==> config.mk <==
export PLATFORM = sky130hd
export DESIGN_NAME = seg_scan_decoder
export DESIGN_NICKNAME = d
export VERILOG_FILES = /design/src/rtl/seg_scan_decoder.sv
export SDC_FILE = /design/constraint.sdc
export NUM_CORES = 1
export LEC_CHECK = 0
export ABC_AREA = 1
export ABC_CLOCK_PERIOD_IN_PS = 2000
export BUFFER_PORTS_ARGS = -buffer_cell sky130_fd_sc_hd__clkbuf_2
export CORE_ASPECT_RATIO = 1.2
export CORE_MARGIN = 2
export CORE_UTILIZATION = 25
export CTS_CLUSTER_SIZE = 8
export DETAILED_ROUTE_END_ITERATION = 7
export PLACE_DENSITY = 0.47
export SYNTH_ARGS = -nofsm -noshare
export SYNTH_HDL_FRONTEND = slang
export SYNTH_SLANG_ARGS = --single-unit
==> constraint.sdc <==
create_clock -name clock -period 2 [get_ports clock]
set_input_delay 0.4 -clock clock [delete_from_list [all_inputs] [get_ports clock]]
set_output_delay 0.4 -clock clock [all_outputs]
set_load 0.005 [all_outputs]
==> src/rtl/seg_scan_decoder.sv <==
// seg_scan_decoder: recovers hex digits from a multiplexed, active-low
// 4-digit 7-segment bus by waiting for STABLE_CYCLES identical {an,display}
// samples before capturing the addressed digit.
// Optional feature: define SEG_ERRCNT_EN to build the saturating illegal-capture
// counter behind err_count. Without it err_count is tied to zero.
// Handshake: none. Inputs are plain level samples taken on every rising edge.
// All outputs are registered. frame_valid is a single-cycle pulse.
module seg_scan_decoder #(
  parameter int unsigned STABLE_CYCLES = 4
) (
  input  logic        clock,
  input  logic        reset,
  input  logic [6:0]  display,
  input  logic [3:0]  an,
  output logic [15:0] hex_out,
  output logic [3:0]  digit_ok,
  output logic [3:0]  digit_err,
  output logic        frame_valid,
  output logic [7:0]  err_count,
  output logic [1:0]  dbg_state
);

  typedef enum logic [1:0] {IDLE = 2'd0, TRACK = 2'd1, HELD = 2'd2} state_t;

  localparam logic [7:0] STABLE_C = 8'(STABLE_CYCLES);

  state_t      state_q, state_d;
  logic [7:0]  count_q, count_d;
  logic [10:0] prev_q, prev_d;
  logic [3:0]  mask_q, mask_d;
  logic [15:0] hex_q, hex_d;
  logic [3:0]  ok_q, ok_d;
  logic [3:0]  err_q, err_d;
  logic        frame_q, frame_d;

  logic        sel_ok;
  logic [1:0]  sel_idx;
  logic        glyph_legal;
  logic        glyph_blank;
  logic [3:0]  glyph_val;
  logic        capture;
  logic        illegal_cap;
  logic [3:0]  mask_set;

  // Selection: exactly one active-low digit strobe identifies the digit.
  always_comb begin
    sel_ok  = 1'b1;
    sel_idx = 2'd0;
    case (an)
      4'b1110: sel_idx = 2'd0;
      4'b1101: sel_idx = 2'd1;
      4'b1011: sel_idx = 2'd2;
      4'b0111: sel_idx = 2'd3;
      default: sel_ok  = 1'b0;
    endcase
  end

  // Glyph decode of the active-low segment pattern.
  always_comb begin
    glyph_legal = 1'b1;
    glyph_blank = 1'b0;
    glyph_val   = 4'h0;
    case (display)
      7'h40: glyph_val = 4'h0;
      7'h79: glyph_val = 4'h1;
      7'h24: glyph_val = 4'h2;
      7'h30: glyph_val = 4'h3;
      7'h19: glyph_val = 4'h4;
      7'h12: glyph_val = 4'h5;
      7'h02: glyph_val = 4'h6;
      7'h78: glyph_val = 4'h7;
      7'h00: glyph_val = 4'h8;
      7'h18: glyph_val = 4'h9;
      7'h08: glyph_val = 4'hA;
      7'h03: glyph_val = 4'hB;
      7'h46: glyph_val = 4'hC;
      7'h21: glyph_val = 4'hD;
      7'h06: glyph_val = 4'hE;
      7'h0E: glyph_val = 4'hF;
      7'h7F: begin
        glyph_legal = 1'b0;
        glyph_blank = 1'b1;
      end
      default: glyph_legal = 1'b0;
    endcase
  end

  // Stability tracker: a change of the sample always restarts the run, and
  // the capture fires exactly once, on the STABLE_CYCLES-th identical sample.
  always_comb begin
    state_d = state_q;
    count_d = count_q;
    prev_d  = {an, display};
    capture = 1'b0;
    case (state_q)
      IDLE: begin
        if (sel_ok) begin
          state_d = TRACK;
          count_d = 8'd1;
        end
      end
      TRACK, HELD: begin
        if ({an, display} == prev_q) begin
          if (state_q == TRACK) begin
            count_d = count_q + 8'd1;
            if (count_q + 8'd1 == STABLE_C) begin
              capture = 1'b1;
              state_d = HELD;
            end
          end
        end else if (sel_ok) begin
          state_d = TRACK;
          count_d = 8'd1;
        end else begin
          state_d = IDLE;
          count_d = 8'd0;
        end
      end
      default: begin
        state_d = IDLE;
        count_d = 8'd0;
      end
    endcase
  end

  // Capture effects on the per-digit outputs and the frame mask. The mask
  // sits at all-ones for one cycle; the following edge pulses frame_valid
  // and starts a fresh mask.
  always_comb begin
    hex_d       = hex_q;
    ok_d        = ok_q;
    err_d       = err_q;
    illegal_cap = 1'b0;
    mask_set    = 4'b0000;
    if (capture) begin
      if (glyph_legal) begin
        hex_d[{sel_idx, 2'b00} +: 4] = glyph_val;
        ok_d[sel_idx]  = 1'b1;
        err_d[sel_idx] = 1'b0;
        mask_set       = 4'b0001 << sel_idx;
      end else if (glyph_blank) begin
        ok_d[sel_idx]  = 1'b0;
        mask_set       = 4'b0001 << sel_idx;
      end else begin
        ok_d[sel_idx]  = 1'b0;
        err_d[sel_idx] = 1'b1;
        illegal_cap    = 1'b1;
      end
    end
    frame_d = (mask_q == 4'hF);
    mask_d  = ((mask_q == 4'hF) ? 4'h0 : mask_q) | mask_set;
  end

  // Single register bank for the FSM and every output.
  always_ff @(posedge clock) begin
    if (reset) begin
      state_q <= IDLE;
      count_q <= 8'd0;
      prev_q  <= 11'd0;
      mask_q  <= 4'd0;
      hex_q   <= 16'd0;
      ok_q    <= 4'd0;
      err_q   <= 4'd0;
      frame_q <= 1'b0;
    end else begin
      state_q <= state_d;
      count_q <= count_d;
      prev_q  <= prev_d;
      mask_q  <= mask_d;
      hex_q   <= hex_d;
      ok_q    <= ok_d;
      err_q   <= err_d;
      frame_q <= frame_d;
    end
  end

`ifdef SEG_ERRCNT_EN
  logic [7:0] err_cnt_q, err_cnt_d;

  // Saturating count of illegal captures.
  always_comb begin
    err_cnt_d = err_cnt_q;
    if (illegal_cap && (err_cnt_q != 8'hFF)) err_cnt_d = err_cnt_q + 8'd1;
  end

  // Counter register.
  always_ff @(posedge clock) begin
    if (reset) err_cnt_q <= 8'd0;
    else       err_cnt_q <= err_cnt_d;
  end

  assign err_count = err_cnt_q;
`else
  assign err_count = 8'h00;
`endif

  assign hex_out     = hex_q;
  assign digit_ok    = ok_q;
  assign digit_err   = err_q;
  assign frame_valid = frame_q;
  assign dbg_state   = state_q;

endmodule

==> implementation parameters <==
Parameter                              Value

Route
  Number of nets still failing antenna checks after routing    0
  DRC violation total after the first TritonRoute iteration    108
  Total wirelength of the detailed-routed design    8220 um
  WL/cell    10.9 um
  DRT Pass-1 Iters    4
  Number of vias per cell after detailed routing    ~4.2
  Routed via count    3174
  DRC violation count after routing    0

Timing
  Fin worst setup slack    0.154 ns
  Time the final worst path needs with I/O delays and setup    between 1.5 and 2 ns
  Final-report max-slew violation count    0
  Final Hold Vio Count    0
  Ratio of final minimum period to clock period    just over 90%
  Final-layout setup total negative slack    0 ns
  Max Clk Rate    0.542 GHz
  Number of endpoints failing setup at the final stage    0
  Clock skew    0.00635 ns

Layout
  Most common cell after layout, fill and taps aside    sky130_fd_sc_hd__nand2_1
  Commonest non-fill, non-tap cells in the layout    sky130_fd_sc_hd__nand2_1 (138), sky130_fd_sc_hd__nor2_1 (93), sky130_fd_sc_hd__inv_1 (65), sky130_fd_sc_hd__dfxtp_1 (47), sky130_fd_sc_hd__clkbuf_2 (39)
  Number of diodes    0
  Footprint of the flip-flops and latches    1000 sq um
  Area taken by multi-input logic gates    1880 sq um
  Area Overhead vs Synth    27.4%
  Net count, final    608
  Final standard cell utilization of the core    32.5%
  Post-route design area    approximately 4000 sq um
  Final-layout fill cell count    1411
  Fraction of final layout cells with drive strength greater than 1    between 20% and 30%

Logic synthesis
  Number of distinct library cell variants in the gate-level netlist after synthesis    32
  Cell types occupying the most area after synthesis    sky130_fd_sc_hd__dfxtp_1 (31%), sky130_fd_sc_hd__nand2_1 (16%), sky130_fd_sc_hd__nor2_1 (11%), sky130_fd_sc_hd__inv_1 (7.7%), sky130_fd_sc_hd__nand3_1 (5.8%)
  Biggest area consumer among synthesized cells    sky130_fd_sc_hd__dfxtp_1
  Area fraction of the dominant cell type after synthesis    between 30% and 40%
  Post-synthesis cell area    3220 sq um
  Sequential cell area fraction in the yosys report    31.1%
  Register bit count reported by yosys    50
  Post-Synthesis Cells    508
  Synth Area per Inst    6.33 sq um
  Number of warnings issued by yosys    0

Critical path
  Worst R2R Setup Slack    about 0.15 ns
  FF-to-FF path depth    10
  Crit Reg-Reg Startpoint    count_q[1]
  Nature of the critical path startpoint    flop
  Crit path max fanout    10
  Data arrival, critical path    about 2.0 ns
  Cell breakdown of the critical path    buf_4, nand3_1, nand2_1, nand3_1, nor2_2, nand2_2, nor2_8, nand4_4, nor2_1, nor2_1
  Endpoint type of the worst setup path    flop
  Crit path largest cell delay    0.36 ns
  Endpoint of the lowest-slack register-to-register path    hex_out[15]
  Slowest cell on crit path    sky130_fd_sc_hd__dfxtp_2
  Endpoint required time on the critical path    roughly 2.2 ns
  Critical path class    reg -> reg
  Launching instance or port of the critical path    count_q[1]
  Critical Path Sink    hex_out[15]

Pwr
  Power per Cell Area    ~720 nW/um^2
  Maximum ir drop on the vdd rail    0.330 mV
  Total power after layout    about 3.0 mW
  Static Leakage    2.09 nW

Placement
  Final Wtd Congestion    0.780
  Count of buffers inserted at the top-level ports    39
  Post-DP HPWL    approximately 6300 um
  Post-Place Setup Slack    -0.125 ns
  Placement-stage cell area    ~3900 sq um

Floorplanning
  Boundary Pins    48
  Standard-cell row count    45
  Floorplan Core Area    12600 sq um
  Starting density of the core    25.5%
  Die width    roughly 110 um
  Total die area    13800 sq um
  Vertical die dimension    128 um

GRT
  Maximum number of pins on one net before global-route repair    25
  Overflow left after global routing    0
  Number of global-route vias before repair    between 2000 and 3000
  Tot GR Track Use    around 12%
  Wire length of the first global-routing pass    13400 um
  Number of antenna violations at the first check in global routing    0

Clock network
  Clock root buffer master    sky130_fd_sc_hd__clkbuf_16
  Maximum clock insertion buffer count    2
  Number of CTS-inserted buffers    5
  CTS tree    yes
  Clock Pin Slew Worst Setup and Hold Paths    0.07 ns
  Total clock sinks    50
  Clock H-tree levels    2
  Insertion delay of the later-clocked pin in the worst-skew pair    0.30 ns

Hold path
  Number of cells on the worst hold path    3
  Class of the most critical hold timing path    in -> reg

Run
  Max_cap viols    0

Run status
  Outcome    finished, final reports clean
## area by class of cell
type	instances	share of cell area, %
clock buffer	6	3.39
clock inverter	2	0.946
inverter	78	7.14
multi-input combinational	371	45.8
sequential	50	24.5
tap	164	5.00
timing repair buffer	80	13.2
## per-stage QoR
step           hold slack, ns  cells
3_3_place_gp            0.442    740
4_1_cts                 0.364    748
6_report                0.373    751
2_1_floorplan           0.438    515
3_5_place_dp            0.439    740
5_1_grt                 0.383    751
## cells in the mapped netlist, drive strengths merged
master / instances
clkbuf: 4
o21ai: 15
clkinv: 2
conb: 1
a21oi: 15
nand4: 18
nand3: 38
a31oi: 1
xnor2: 4
buf: 13
ha: 9
inv: 76
nand2: 145
or3: 1
xor2: 1
nor3: 2
dfxtp: 50
nor2: 113
## how the worst min path moves through the flow
stage	startpoint	end	slack, ns
floorplan	flop	flop	0.44
global placement	flop	flop	0.44
detailed placement	flop	flop	0.44
CTS	an[2]	prev_q[9]	0.36
global route	an[2]	prev_q[9]	0.38
finish	an[2]	prev_q[9]	0.37
## critical path: cells and delay by family, from the launching register on
family        cells  cell delay, ns
buf+inv           1            0.14
simple gates      9            1.25
flops             1            0.36
## layer usage
layer	GRT usage, %	share of wire (%)	up-vias
met3	2.34	4.0	17
met2	22.2	51	55
met4	5.05	2.5	0
li1	-	-	1703
met1	13.7	42	1399
met5	0	0	-
## repair_timing
action | 4_1_cts | 5_1_grt
hold endpoints to repair | 0 | 0
endpoints found under the setup margin | 0 | 26
setup buffers | 0 | 2
hold buffers | 0 | 0
gates resized for setup | 0 | 10
## power by group
part	leakage [nW]	internal (mW)	total, mW	switching (mW)
registers	0.409	1.07	1.14	0.0729
logic	1.59	0.311	0.789	0.477
clock network	0.0875	0.630	1.03	0.398
## cells by family after synthesis
| kind of cell | synth area share (%) |
|---|---|
| buffers and inverters | 12.5 |
| other | 0.117 |
| flip-flops | 31.1 |
| adder cells (fa/ha/maj) | 3.50 |
| AO/OA/AOI/OAI | 5.33 |
| AND/OR/NAND/NOR | 46.1 |
| XOR/XNOR | 1.36 |
Power figures use the tool's default switching activity.
